### config.mk
export PLATFORM = sky130hd
export DESIGN_NAME = dac_serial_rx
export DESIGN_NICKNAME = d
export VERILOG_FILES = /design/src/rtl/dac_serial_pkg.sv /design/src/rtl/dac_serial_sync.sv /design/src/rtl/dac_serial_rx.sv
export SDC_FILE = /design/constraint.sdc
export NUM_CORES = 1
export LEC_CHECK = 0
export CAP_MARGIN = 20
export CORE_UTILIZATION = 49
export CTS_CLUSTER_SIZE = 40
export DETAILED_ROUTE_END_ITERATION = 8
export PLACE_DENSITY = 0.78
export SETUP_SLACK_MARGIN = 0.4
export SYNTH_ARGS = -nofsm -noshare
export SYNTH_HDL_FRONTEND = slang
export SYNTH_SLANG_ARGS = --single-unit
### constraint.sdc
create_clock -name clk_in -period 1.6 [get_ports clk_in]
set_input_delay 0.4 -clock clk_in [delete_from_list [all_inputs] [get_ports clk_in]]
set_output_delay 0.4 -clock clk_in [all_outputs]
set_load 0.005 [all_outputs]
### src/rtl/dac_serial_pkg.sv
// rtl/dac_serial_pkg.sv - shared types and constants for the DAC serial receiver
//
// Holds the receiver FSM state type, the default frame width and the
// levels each serial-line synchronizer resets to (the idle bus levels).

package dac_serial_pkg;

    typedef enum logic [1:0] {
        IDLE    = 2'd0,
        SHIFT   = 2'd1,
        WAIT_HI = 2'd2
    } state_e;

    localparam int DEFAULT_FRAME_BITS = 16;

    // Idle bus levels: clock low, frame strobe deasserted, data low.
    localparam logic SCLK_IDLE   = 1'b0;
    localparam logic SYNC_N_IDLE = 1'b1;
    localparam logic DATA_IDLE   = 1'b0;

endpackage

### src/rtl/dac_serial_sync.sv
// rtl/dac_serial_sync.sv - N-stage input synchronizer with edge-detect history flop
//
// Ports:
//   clk_i   system clock
//   rst_ni  asynchronous active-low reset; all flops load RST_VAL
//   d_i     asynchronous input
//   q_o     synchronized level (output of the last synchronizer stage)
//   hist_o  q_o delayed by one cycle, for edge detection by the user
// Parameters:
//   STAGES  number of synchronizer flops, must be at least 2
//   RST_VAL level all flops take during reset

module dac_serial_sync #(
    parameter int   STAGES  = 2,
    parameter logic RST_VAL = 1'b0
) (
    input  logic clk_i,
    input  logic rst_ni,
    input  logic d_i,
    output logic q_o,
    output logic hist_o
);

    logic [STAGES-1:0] sync_q;
    logic              hist_q;

    always_ff @(posedge clk_i or negedge rst_ni) begin
        if (!rst_ni) begin
            sync_q <= {STAGES{RST_VAL}};
            hist_q <= RST_VAL;
        end else begin
            sync_q <= {sync_q[STAGES-2:0], d_i};
            hist_q <= sync_q[STAGES-1];
        end
    end

    assign q_o    = sync_q[STAGES-1];
    assign hist_o = hist_q;

endmodule

### src/rtl/dac_serial_rx.sv
// rtl/dac_serial_rx.sv - serial DAC-style frame receiver with valid/ready word output
//
// Optional feature macro: DAC_SERIAL_RX_ERRCNT_EN adds err_count.
//
// Ports:
//   clk_in      system clock, rising edge
//   reset_n     asynchronous active-low reset
//   DAC_DATA    serial data (asynchronous), sampled on SCLK rise, MSB first
//   DAC_SCLK    serial clock (asynchronous), at most clk_in/4
//   DAC_SYNC_n  active-low frame strobe (asynchronous)
//   rx_data     last completed frame word
//   rx_valid    rx_data holds an unconsumed word
//   rx_ready    consumer accepts the word when rx_valid & rx_ready
//   frame_err   one-cycle pulse when a frame ends early
//   overrun     one-cycle pulse when an unconsumed word is overwritten
//   err_count   (macro only) saturating count of frame_err + overrun pulses

module dac_serial_rx
    import dac_serial_pkg::*;
#(
    parameter int FRAME_BITS  = DEFAULT_FRAME_BITS,
    parameter int SYNC_STAGES = 2
) (
    input  logic                  clk_in,
    input  logic                  reset_n,
    input  logic                  DAC_DATA,
    input  logic                  DAC_SCLK,
    input  logic                  DAC_SYNC_n,
    output logic [FRAME_BITS-1:0] rx_data,
    output logic                  rx_valid,
    input  logic                  rx_ready,
    output logic                  frame_err,
    output logic                  overrun
`ifdef DAC_SERIAL_RX_ERRCNT_EN
    ,
    output logic [7:0]            err_count
`endif
);

    localparam int              CNT_W    = $clog2(FRAME_BITS + 1);
    localparam logic [CNT_W-1:0] CNT_LAST = CNT_W'(FRAME_BITS - 1);

    // ------------------------------------------------------------------
    // Input synchronizers
    // ------------------------------------------------------------------
    logic data_s, data_h;
    logic sclk_s, sclk_h;
    logic sync_s, sync_h;

    dac_serial_sync #(.STAGES(SYNC_STAGES), .RST_VAL(DATA_IDLE)) u_sync_data (
        .clk_i  (clk_in),
        .rst_ni (reset_n),
        .d_i    (DAC_DATA),
        .q_o    (data_s),
        .hist_o (data_h)
    );

    dac_serial_sync #(.STAGES(SYNC_STAGES), .RST_VAL(SCLK_IDLE)) u_sync_sclk (
        .clk_i  (clk_in),
        .rst_ni (reset_n),
        .d_i    (DAC_SCLK),
        .q_o    (sclk_s),
        .hist_o (sclk_h)
    );

    dac_serial_sync #(.STAGES(SYNC_STAGES), .RST_VAL(SYNC_N_IDLE)) u_sync_frm (
        .clk_i  (clk_in),
        .rst_ni (reset_n),
        .d_i    (DAC_SYNC_n),
        .q_o    (sync_s),
        .hist_o (sync_h)
    );

    // Data only needs its level; its history flop has no consumer.
    logic unused_data_hist;
    assign unused_data_hist = data_h;

    // The synchronizers reset to the idle level, so releasing reset while
    // SYNC_n is held low would look like a falling edge. Frame starts are
    // only trusted once every synchronizer and history flop holds a real
    // sample, so a frame cut by reset is never picked up halfway.
    logic [SYNC_STAGES:0] warm_q;

    always_ff @(posedge clk_in or negedge reset_n) begin
        if (!reset_n) begin
            warm_q <= '0;
        end else begin
            warm_q <= {warm_q[SYNC_STAGES-1:0], 1'b1};
        end
    end

    logic sclk_rise, sync_fall, sync_rise;
    assign sclk_rise = sclk_s & ~sclk_h;
    assign sync_fall = ~sync_s & sync_h & warm_q[SYNC_STAGES];
    assign sync_rise = sync_s & ~sync_h;

    // ------------------------------------------------------------------
    // Frame FSM
    // ------------------------------------------------------------------
    state_e                state_q, state_d;
    logic [CNT_W-1:0]      cnt_q, cnt_d;
    logic [FRAME_BITS-1:0] shift_q, shift_d;
    logic                  frame_err_d;
    logic                  load;

    always_ff @(posedge clk_in or negedge reset_n) begin
        if (!reset_n) begin
            state_q <= IDLE;
            cnt_q   <= '0;
            shift_q <= '0;
        end else begin
            state_q <= state_d;
            cnt_q   <= cnt_d;
            shift_q <= shift_d;
        end
    end

    always_comb begin
        state_d     = state_q;
        cnt_d       = cnt_q;
        shift_d     = shift_q;
        frame_err_d = 1'b0;
        load        = 1'b0;
        unique case (state_q)
            IDLE: begin
                if (sync_fall) begin
                    state_d = SHIFT;
                    cnt_d   = '0;
                    shift_d = '0;
                end
            end
            SHIFT: begin
                // A strobe rise wins over an SCLK edge seen in the same cycle.
                if (sync_rise) begin
                    frame_err_d = 1'b1;
                    state_d     = IDLE;
                    cnt_d       = '0;
                    shift_d     = '0;
                end else if (sclk_rise && !sync_s) begin
                    shift_d = {shift_q[FRAME_BITS-2:0], data_s};
                    cnt_d   = cnt_q + CNT_W'(1);
                    // Last bit: the word is handed out on the same edge that
                    // shifts it in, giving a one-cycle detect-to-valid latency.
                    if (cnt_q == CNT_LAST) begin
                        load    = 1'b1;
                        state_d = WAIT_HI;
                    end
                end
            end
            WAIT_HI: begin
                if (sync_rise) begin
                    state_d = IDLE;
                end
            end
            default: begin
                state_d = IDLE;
            end
        endcase
    end

    // ------------------------------------------------------------------
    // Output word register and status pulses
    // ------------------------------------------------------------------
    logic [FRAME_BITS-1:0] rx_data_q;
    logic                  rx_valid_q;
    logic                  frame_err_q;
    logic                  overrun_q, overrun_d;

    // A word arriving alongside a handshake replaces the consumed one cleanly.
    assign overrun_d = load & rx_valid_q & ~rx_ready;

    always_ff @(posedge clk_in or negedge reset_n) begin
        if (!reset_n) begin
            rx_data_q   <= '0;
            rx_valid_q  <= 1'b0;
            frame_err_q <= 1'b0;
            overrun_q   <= 1'b0;
        end else begin
            frame_err_q <= frame_err_d;
            overrun_q   <= overrun_d;
            if (load) begin
                rx_data_q  <= shift_d;
                rx_valid_q <= 1'b1;
            end else if (rx_valid_q && rx_ready) begin
                rx_valid_q <= 1'b0;
            end
        end
    end

    assign rx_data   = rx_data_q;
    assign rx_valid  = rx_valid_q;
    assign frame_err = frame_err_q;
    assign overrun   = overrun_q;

`ifdef DAC_SERIAL_RX_ERRCNT_EN
    // frame_err and overrun come from mutually exclusive FSM branches, so at
    // most one pulse arrives per cycle.
    logic [7:0] err_count_q;

    always_ff @(posedge clk_in or negedge reset_n) begin
        if (!reset_n) begin
            err_count_q <= '0;
        end else if ((frame_err_q || overrun_q) && (err_count_q != 8'hFF)) begin
            err_count_q <= err_count_q + 8'd1;
        end
    end

    assign err_count = err_count_q;
`endif

endmodule
### After elaboration in Yosys (flattened, before gate mapping)

Cells that the tools add are included.
W data, S select, Z words.

| storage, ports and cells | value |
|---|---|
| flip-flop bits (word level) | 53 |
| latch bits | 0 |
| bits in writable memories | 0 |
| ROM bits | 0 |
| output and inout port bits | 19 |
| logic and storage cells | 61 |
| memories | 0 |

| operators by class | value |
|---|---|
| $add $sub $neg | 1 |
| multipliers | 0 |
| div/mod/pow operators | 0 |
| $lt $le $gt $ge | 0 |
| equality and inequality tests | 7 |
| shifts and indexed selects | 0 |
| mux-type cells | 22 |
| bitwise operators | 10 |
| reductions and logical operators | 8 |

Operators with widths:

| operator | count |
|---|---|
| $mux W16 | 3 |
| $pmux W16 S2 | 1 |
| $mux W5 | 3 |
| $mux W2 | 5 |
| $pmux W5 S2 | 1 |
| $mux W1 | 8 |
| $and A1 B1 Y1 | 6 |
| $ne A3 B3 Y1 const B | 2 |
| $pmux W2 S3 | 1 |
| $add A5 B1 Y5 const B | 1 |
| $eq A5 B4 Y1 const B | 1 |
| $ne A2 B2 Y1 const B | 2 |
| $not A1 Y1 | 4 |
| $reduce_and A4 Y1 | 1 |
| $reduce_bool A2 Y1 | 2 |
| $reduce_and A3 Y1 | 1 |
| $eq A2 B1 Y1 const B | 1 |
| $eq A2 B2 Y1 const B | 1 |
| $logic_and A1 B1 Y1 | 2 |
| $logic_not A2 Y1 | 1 |
| $logic_not A1 Y1 | 1 |

### Logic depth before layout (Yosys ltp)

| depth | value |
|---|---|
| depth in word-level cells | 8 |
| gate-level depth with buffers | 6 |
| mapped depth without buffers | 5 |

### By module

Synthesis repeated with hierarchy kept, for this count alone.

| unflattened totals | value |
|---|---|
| cells, all modules | 187 |
| area, all modules | 2204.6 µm² |

By module, submodules not included:

| module | times used | cells an instance | area each (µm²) | sequential area each (µm²) |
|---|---|---|---|---|
| dac_serial_rx | 1 | 178 | 1975.6 | 1101.1 |
| dac_serial_sync (u_sync_data ...) | 2 | 3 | 75.1 | 75.1 |
| dac_serial_sync (u_sync_frm) | 1 | 3 | 78.8 | 78.8 |

### Worst setup path after synthesis

OpenSTA, ideal clock, no wires.

| timing path | value |
|---|---|
| kind | register to register |
| start | register cnt_q[0] |
| end | register rx_data_q[10] (netlist: rx_data[10]) |
| library setup time | 0.125 ns |
| data arrival time | 1.581 ns |
| data required time | 1.475 ns |
| slack | -0.106 ns |
| stages on the path, launching flop included | 7 |
| clock period less this slack | 1.706 ns |
| path through | dfrtp_1 ha_1 and3_1 ha_1 nand3_4 buf_6 mux2_4 |

| between the ends | value |
|---|---|
| word-level cells in the longest chain between the ends | 5 |

Ends and longest elaborated chain:

| item | line | source |
|---|---|---|
| start, declared | dac_serial_rx.sv:101 | `logic [CNT_W-1:0] cnt_q, cnt_d;` |
| start signal, assigned | dac_serial_rx.sv:113 | `cnt_q <= cnt_d;` |
| $eq A5 B4 Y1 | dac_serial_rx.sv:144 | `if (cnt_q == CNT_LAST) begin` |
| $mux W1 | dac_serial_rx.sv:144 |  |
| $mux W1 | dac_serial_rx.sv:139 | `end else if (sclk_rise && !sync_s) begin` |
| $mux W1 | dac_serial_rx.sv:134 | `if (sync_rise) begin` |
| $mux W1 | dac_serial_rx.sv:124 | `unique case (state_q)` |
| end signal, assigned | dac_serial_rx.sv:182 | `rx_data_q <= shift_d;` |
| end, declared | dac_serial_rx.sv:164 | `logic [FRAME_BITS-1:0] rx_data_q;` |

No other way between the ends.
A chain may end at the register's enable or synchronous reset.

### Worst setup path after layout

| timing path | value |
|---|---|
| start | register cnt_q[1] |
| end | register rx_data_q[8] (netlist: rx_data[8]) |

Same word-level chain as after synthesis.

==> results.txt <==
----------------------------------------------------
[Cells and area]
  Final instance count without filler cells ... 296
  Most common library cell in the layout ignoring fill and taps ... dfrtp_1
  Final antenna diode count ... 0
  Synthesis-to-finish area growth ... 36.2%
  Commonest cells after routing, fill and taps aside ... dfrtp_1, nand3_1, buf_4
  Nets ... 253
  Final design area excluding fillers ... 2990 um^2
  Final core utilization ... 72.2%
  Ratio of cells with drive above 1 in the final layout ... 45.9%

[Global route]
  Global-route wire length before repair ... 7270 um
  GRT Overall Usage ... 21.5%
  Antenna violations before repair ... 0
  Maximum number of pins on one net before global-route repair ... 37
  Number of global-route vias before repair ... 1579
  Gr ovfl total ... 0

[CTS]
  # H-tree levels ... 2
  Number of buffers created by CTS ... 5
  Insertion delay of the later-clocked pin in the worst-skew pair ... 310 ps
  Clock tree buffer depth ... 2
  Hold-fix buffer count after cts ... 0
  CTS tree ... built
  Clock-pin slew reported for the worst setup and hold paths after clock tree synthesis ... 90 ps
  Library cell used as clock root buffer ... clkbuf_8
  Total clock sinks ... 52

[Synth]
  YS warnings ... 0
  Share of synthesized registers carrying an async set or reset ... 100%
  EDFF count, synth ... 0
  Flops & latches, synth ... 52
  Predominant post-synthesis flop cell ... dfrtp_1
  Netlist Area Pre-Place ... 2200 um^2
  Average instance area after synthesis ... 11.7 um^2
  Number of nets in the synthesized netlist ... 195
  Cell variety after synth ... 29
  Syn Inst Count ... 187
  Sequential cell area fraction in the yosys report ... 59.4%

[Pwr]
  Cell Pwr Density ... 896 nW/um^2
  Standby leakage power ... 0.00148 uW
  Peak supply drop ... 0.000512 V

[Outcome]
  Failing checks ... setup timing
  Run status ... complete, but fails checks

[Placed design]
  Post-place instance area ... 2560 um^2
  Number of I/O port buffers ... 24
  Gpl congestion ... 0.795
  Placed insts ... 258
  DP HPWL ... 2830 um

[Setup path]
  Capturing element type of the critical path ... flop
  Critical path data required time ... 1800 ps
  Chain of cells forming the critical path ... ha_2 > and3_4 > ha_4 > nand3_4 > buf_12 > mux2_2
  Type of origin of the critical path ... flop
  Crit path kind ... flop to flop
  Flop2flop setup slack ... -50 ps
  Maximum net fanout on the critical path ... 9
  Delay of the slowest critical-path stage ... 410 ps
  Worst Path Arrival ... 1840 ps
  Critical-path top delay cell ... dfrtp_1

[Drt]
  Pre-Repair DR Iteration Count ... 4
  Antenna violation net count after detailed routing ... 0
  Number of DRC markers in iteration 0 ... 200
  Via count ... 1760
  Post-detailed-route DRC marker count ... 0
  Routed Wire Length ... 5220 um
  DR vias/cell ... 5.95
  Wire per inst ... 17.6 um

[Floorplanning]
  Die area ... 4760 um^2
  Initial Util ... 53.0%
  Core box area ... 4140 um^2
  Number of ports placed on the die boundary ... 25
  Die boundary width ... 69.0 um
  Height of the die ... 69.0 um
  Std-Cell Rows ... 23

[Timing]
  Shortest period the worst path allows ... 1650 ps
  Minimum setup slack in the final design ... -48.4 ps
  Endpoints failing hold ... 0
  Sum of negative setup slack ... -446 ps
  Worst clock skew ... 6.71 ps
  Final-layout worst hold slack ... 0.560 ps
  Number of pins with negative max-slew slack in the final report ... 0
  Final period utilization ... 103%
  Top achievable clock speed ... 0.607 GHz
  RSZ-0062 raised after global routing ... yes
  Final count of negative-setup-slack endpoints ... 16

[Flow run]
  Max cap viols ... 0

[Worst hold path]
  Type of the tightest min-delay check ... input port to asynchronous set/reset pin

----------------------------------------------------
## Yosys cell counts (3+ instances only)
cell | instances | area share [%]
nand3_1 | 51 | 12
clkbuf_1 | 10 | 1.7
mux2_4 | 7 | 4.8
mux2_2 | 9 | 4.6
a31oi_1 | 3 | 0.85
dfrtp_1 | 49 | 56
nand4_1 | 16 | 4.6
o211ai_1 | 3 | 1.0
nand2b_1 | 4 | 1.1
dfstp_2 | 3 | 3.6
buf_2 | 6 | 1.4
nand2_1 | 4 | 0.68
## flip-flops by register name, summed over array words and instances, names as in the netlist
| register | cells |
|---|---|
| u_sync_data.sync_q | 2 |
| rx_valid | 1 |
| u_sync_frm.hist_o | 1 |
| warm_q | 3 |
| rx_data | 16 |
| frame_err | 1 |
| u_sync_sclk.hist_o | 1 |
| state_q | 2 |
| shift_q | 15 |
| overrun | 1 |
| cnt_q | 5 |
| u_sync_frm.sync_q | 2 |
| u_sync_sclk.sync_q | 2 |
## critical path, delay by kind of cell (launching register included)
kind,cells,cell delay (ps)
and+or+nand+nor,2,290
muxes,1,330
adders and majority gates,2,350
DFF,1,410
buffers and inverters,1,140
## metrics by stage
step / setup slack, ps / total power (uW)
3_3_place_gp: -32.7 / 1680
5_1_grt: -73.8 / 2770
3_5_place_dp: -65.7 / 1710
4_1_cts: -7.61 / 2590
2_1_floorplan: -25.7 / 1580
6_report: -48.4 / 2680
## logic make-up after synthesis
group	synth area share, %
compound gates	3.64
fa+ha+maj	1.14
buf+inv	3.93
flops	59.4
mux	9.40
other cells	0.171
simple gates	22.3
## report_power, final
| part | switching (uW) | leakage (uW) | internal [uW] |
|---|---|---|---|
| clock | 421 | 0.0000552 | 464 |
| sequential | 38.5 | 0.000694 | 1360 |
| combinational | 232 | 0.000728 | 166 |
| total | 692 | 0.00148 | 1990 |
## layout make-up
| cell class | count | area, um^2 |
|---|---|---|
| multi-input combinational | 117 | 961 |
| fill | 295 | 1150 |
| clock inverter | 2 | 35.0 |
| inverter | 2 | 7.51 |
| timing repair buffer | 67 | 549 |
| sequential | 52 | 1310 |
| clock buffer | 6 | 72.6 |
| tap | 50 | 62.6 |
## metal layers
| metal | vias to the layer above | track usage [%] | share of wire (%) |
|---|---|---|---|
| met1 | 884 | 25.6 | 41 |
| li1 | 798 | - | - |
| met3 | 13 | 4.28 | 5.5 |
| met5 | - | 0 | 0 |
| met4 | 0 | 10.7 | 3.0 |
| met2 | 65 | 36.8 | 50 |
## path summary, 6_finish.rpt
path | startpoint | end | cells past startpoint
max reg2reg | cnt_q[1]$_DFFE_PN0P_ | rx_data[8]$_DFFE_PN0P_ | 6
max | cnt_q[1]$_DFFE_PN0P_ | rx_data[8]$_DFFE_PN0P_ | 6
min reg2reg | warm_q[1]$_DFF_PN0_ | warm_q[2]$_DFF_PN0_ | 0
max in group asynchronous | reset_n | rx_data[8]$_DFFE_PN0P_ | 2
min | reset_n | cnt_q[2]$_DFFE_PN0P_ | 1
min in group clk_in | warm_q[1]$_DFF_PN0_ | warm_q[2]$_DFF_PN0_ | 0
## what timing repair did
action / CTS / global route
endpoints found under the setup margin: 60 / 60
resized for setup: 81 / 29
gates cloned: 1 / 2
pin swaps: 7 / 17
setup buffers: 13 / 14
Note: power is estimated with default switching activity, not from simulation.
